`config.mk`:
```
export PLATFORM = sky130hd
export DESIGN_NAME = gb_oam_dma
export DESIGN_NICKNAME = d
export VERILOG_FILES = /design/src/rtl/gb_oam_dma.sv
export SDC_FILE = /design/constraint.sdc
export NUM_CORES = 1
export LEC_CHECK = 0
export CAP_MARGIN = 20
export CORE_ASPECT_RATIO = 1.75
export CORE_MARGIN = 2
export CORE_UTILIZATION = 35
export DETAILED_ROUTE_END_ITERATION = 12
export MAX_ROUTING_LAYER = met4
export PLACE_DENSITY = 0.73
export SLEW_MARGIN = 20
export SYNTH_ARGS = -nofsm -noshare
export SYNTH_HDL_FRONTEND = slang
export SYNTH_SLANG_ARGS = --single-unit
```
`constraint.sdc`:
```
create_clock -name clk -period 6 [get_ports clk]
set_input_delay 1.2 -clock clk [delete_from_list [all_inputs] [get_ports clk]]
set_output_delay 1.2 -clock clk [all_outputs]
set_load 0.02 [all_outputs]
```
`src/rtl/gb_oam_dma.sv`:
```
// OAM DMA engine behind register FF46: copies LENGTH bytes from {src,8'h00} into OAM,
// one byte per 4-clock M-cycle, owning the external source bus while it runs.
module gb_oam_dma #(
  parameter int LENGTH      = 160,
  parameter int START_DELAY = 1
) (
  input  logic        clk,
  input  logic        n_reset,
  input  logic        write_reg,
  input  logic        read,
  input  logic [7:0]  din,
  output logic [7:0]  dout,
  input  logic [7:0]  bus_din,
  output logic [15:0] adr_dma,
  output logic        rd_dma,
  output logic [7:0]  oam_adr,
  output logic [7:0]  oam_dout,
  output logic        oam_write,
  output logic        dma_active,
  output logic        busy,
  output logic [1:0]  dbg_state
);

  localparam int            DW       = (START_DELAY < 2) ? 1 : $clog2(START_DELAY + 1);
  localparam logic [DW-1:0] DLY_INIT = DW'(START_DELAY);
  localparam logic [DW-1:0] DLY_ONE  = DW'(1);
  localparam logic [7:0]    LAST_IDX = 8'(LENGTH - 1);

  typedef enum logic [1:0] {
    S_IDLE  = 2'd0,
    S_DELAY = 2'd1,
    S_XFER  = 2'd2
  } state_t;

  state_t          state_q, state_n;
  logic [1:0]      phase_q, phase_n;
  logic [DW-1:0]   dcnt_q, dcnt_n;
  logic [7:0]      idx_q, idx_n;
  logic [7:0]      src_q, src_n;
  logic [7:0]      src_eff_n;
  logic            boundary;
  logic            xfer_n;
  logic            wr_n;

  // Strobe semantics: rd_dma marks adr_dma as a valid source read in phases 0-2
  // (bus_din sampled on the edge ending phase 2); oam_write is a one-clock strobe
  // qualifying oam_adr/oam_dout, with no back-pressure on either side.

  always_ff @(posedge clk or negedge n_reset) begin
    if (!n_reset) begin
      state_q <= S_IDLE;
      phase_q <= 2'd0;
      dcnt_q  <= '0;
      idx_q   <= 8'h00;
      src_q   <= 8'h00;
    end else begin
      state_q <= state_n;
      phase_q <= phase_n;
      dcnt_q  <= dcnt_n;
      idx_q   <= idx_n;
      src_q   <= src_n;
    end
  end

  always_comb begin
    state_n  = state_q;
    dcnt_n   = dcnt_q;
    idx_n    = idx_q;
    src_n    = src_q;
    phase_n  = phase_q + 2'd1;
    boundary = (phase_q == 2'd3);
    if (write_reg) begin
      // A register write always wins, including over the final byte's phase-3 edge.
      src_n   = din;
      dcnt_n  = DLY_INIT;
      idx_n   = 8'h00;
      state_n = S_DELAY;
    end else begin
      case (state_q)
        S_DELAY: begin
          if (boundary) begin
            if (dcnt_q == DLY_ONE) state_n = S_XFER;
            else                   dcnt_n  = dcnt_q - DLY_ONE;
          end
        end
        S_XFER: begin
          if (boundary) begin
            if (idx_q == LAST_IDX) begin
              state_n = S_IDLE;
              idx_n   = 8'h00;
            end else begin
              idx_n = idx_q + 8'h01;
            end
          end
        end
        default: ;
      endcase
    end
  end

  // Echo RAM sources E0-FF alias onto C0-DF.
  always_comb begin
    src_eff_n = src_n;
    if (src_n[7:5] == 3'b111) src_eff_n = {src_n[7:6], 1'b0, src_n[4:0]};
  end

  assign xfer_n = (state_n == S_XFER);
  assign wr_n   = xfer_n && (phase_n == 2'd3);

  // Outputs are decoded from next state so every one is a clean flop.
  always_ff @(posedge clk or negedge n_reset) begin
    if (!n_reset) begin
      adr_dma    <= 16'h0000;
      rd_dma     <= 1'b0;
      oam_adr    <= 8'h00;
      oam_dout   <= 8'h00;
      oam_write  <= 1'b0;
      dma_active <= 1'b0;
      busy       <= 1'b0;
    end else begin
      adr_dma    <= xfer_n ? {src_eff_n, idx_n} : 16'h0000;
      rd_dma     <= xfer_n && (phase_n != 2'd3);
      oam_write  <= wr_n;
      oam_adr    <= wr_n ? idx_n : 8'h00;
      oam_dout   <= wr_n ? bus_din : 8'h00;
      dma_active <= xfer_n;
      busy       <= (state_n != S_IDLE);
    end
  end

  assign dout      = read ? src_q : 8'h00;
  assign dbg_state = state_q;

endmodule

```
==> impl_metrics.yaml <==
clocking:
  h-tree-depth: 3
  hold_buffers: 0
  cts.sinks: 57
  root_buffer: "clkbuf_16"
  cts.clk_slew.worst_paths_ns: 0.05
  worstSkewPairLatency_ns: 0.32
  cts_setup_buffers: 0
  cts_tree: "yes"
  clockBufferDepth: 2
  cts_resized: 0
  cts-buffers-inserted: 9
synthesis:
  synth_ff_type: "dfrtp_1"
  syn_inst: 201
  yosysTopAreaCell: "dfrtp_1"
  yosys_warnings: 0
  synth.top_cell.area_share_pct: 62.3
  synth_nets: 226
  synth_edf_count: 0
  async_reset_ff_share_pct: 100
  synth.distinct_cells: 40
  synth_area_leaders: "dfrtp_1 62%, nor2_1 3.4%, inv_1 3.3%"
  ys_seq_area_share_pct: 62.3
  syn_area_um2: 2290
  synth-seq-cells: 57
  synth.avg_cell_area_um2: 11.4
place:
  dp_hpwl_mm: 3.35
  io_buffers: 65
  pre_cts_slack_ns: 2.28
  gp_congestion: 0.825
  post_dp_cell_area_um2: 3010
grt:
  grt_pass1_vias: 1688
  antenna_found_initial: 0
  grt_max_degree: 58
  grt_pass1_wl_mm: 8.05
  overflow: 0
  grt_usage_pct: 15.2
timing:
  post-route-min-period_ns: 3.71
  tightest_slew_ns: 0.684
  slew_violations: 0
  max_freq_mhz: 270
  worst_slack_ns: 2.29
  rsz0062_at_grt: "false"
  finalClockSkew_ns: 0.00574
  setup_viol: 0
  timing.hold.ws_ns: 0.451
  slew_headroom_pct: 54.4
  fin_setup_tns_ns: 0
  hold_violations: 0
  finalCritPeriodShare_pct: 61.8
routing:
  ant_nets: 0
  first_pass_iters: 4
  first_iter_violations: 53
  drt_wl_total_mm: 4.76
  drc_errors: 0
  vias: 1650
  wl_per_cell_um: 13.3
  routed_via_density: 4.60
critical_path:
  critPathLaunchType: "input port"
  cp.arrival_ns: 2.51
  r2r_start: "idx_q[0]$_DFF_PN0_"
  crit_path_end_kind: "output pin"
  worstReg2RegEnd: "oam_adr[1]$_DFF_PN0_"
  rrSetupSlack_ns: 3.57
  cp_max_fo: 8
  worst_r2r_path_depth: 6
  criticalPathCategory: "in2out"
  required_ns: 4.80
hold_path:
  min-delay-start: "phase_q[0]$_DFF_PN0_"
  min_path_cells: 1
  hold_path_end: "phase_q[0]$_DFF_PN0_"
  min_path_type: "reg2reg"
run_status:
  status: "finished, final reports clean"
die:
  die_w_um: 65.1
  std_cell_rows: 39
  die_h_um: 111
  fp.coreArea_um2: 6440
  io_pins: 66
  initial_core_util_pct: 35.5
  die_area_um2: 7230
power:
  power.leakage_nw: 1.51
  peakVddDrop_v: 0.000206
  p_per_area_nw_per_um2: 322
  power_w: 0.00108
final_layout:
  layout_common_cells: "64 x clkdlybuf4s50_1, 57 x dfrtp_1, 21 x nor2_1, 20 x inv_1, 14 x nand2_1"
  num-nets-final: 297
  drive_above_1_share_pct: 10.5
  diodes: 0
  multiInputGateArea_um2: 739
  layout_commonest_cell: "clkdlybuf4s50_1"
  final_area_um2: 3360
  syn2layout_area_growth_pct: 46.7
  fillers: 596
  register_area_um2: 1430
job:
  drv_cap: 0
## report_power, final
| group | internal [W] | total (W) | switching [W] | leakage [nW] |
|---|---|---|---|---|
| sequential | 0.000398 | 0.000405 | 0.00000725 | 0.760 |
| combinational | 0.0000459 | 0.0000966 | 0.0000507 | 0.587 |
| clock | 0.000415 | 0.000581 | 0.000165 | 0.166 |
| total | 0.000859 | 0.00108 | 0.000223 | 1.51 |
## through the flow
stage,cells,utilization (%)
6_report,359,52.1
5_1_grt,359,52.1
4_1_cts,359,52.1
3_5_place_dp,343,46.8
3_3_place_gp,343,46.8
2_1_floorplan,201,-
## kinds of logic after synthesis
logic type                 Yosys count  synth area share, %
buffers and inverters               28                 5.36
adders and majority gates            5                 2.73
muxes                                8                 3.83
and+or+nand+nor                     79                 17.9
xor gates and xnor gates             1                0.383
DFF                                 57                 62.3
AOI/OAI and AO/OA                   23                 7.44
## cell type report
| type | instances | share of cell area, % |
|---|---|---|
| clock buffers | 11 | 7.23 |
| clock inverters | 5 | 3.06 |
| inverters | 20 | 2.24 |
| multi-input cells | 116 | 22.0 |
| flip-flops and latches | 57 | 42.5 |
| well taps | 82 | 3.06 |
| repair buffers | 68 | 19.9 |
## cells in the mapped netlist, types with 2 or more instances
master / number
a21o_1: 2
and2_1: 10
and4_1: 3
buf_2: 2
buf_6: 2
clkbuf_1: 4
dfrtp_1: 57
ha_1: 5
inv_1: 20
mux2_2: 6
mux2i_1: 2
nand2_1: 14
nand3_1: 4
nand4_1: 2
nor2_1: 21
nor2b_1: 5
nor3_1: 12
o211ai_1: 4
o21ai_0: 5
## sequential cells by signal, indices dropped and copies added (netlist names), 2 cells and up
name and count:
adr_dma 16, idx_q 8, oam_adr 8, oam_dout 8
src_q 8, dbg_state 2, phase_q 2
## critical path, cell delays in order
cell             delay (ns)
clkdlybuf4s50_1        0.55
and2_1                 0.16
clkdlybuf4s50_1        0.59
## how the worst max path moves through the flow
stage / from / cells past startpoint / endpoint
global route: read / 3 / dout[2]
finish: read / 3 / dout[7]
global placement: read / 3 / dout[0]
CTS: read / 3 / dout[7]
floorplan: read / 1 / dout[0]
detailed placement: read / 3 / dout[7]
## per-layer routing
| metal | up-vias | share of wire, % | global-route usage [%] |
|---|---|---|---|
| met5 | - | 0 | - |
| met4 | 0 | 2.4 | 9.17 |
| met3 | 8 | 2.3 | 1.52 |
| met2 | 32 | 57 | 26.5 |
| met1 | 799 | 38 | 16.0 |
| li1 | 811 | - | - |
No activity file was read; power rests on OpenSTA's default activity.
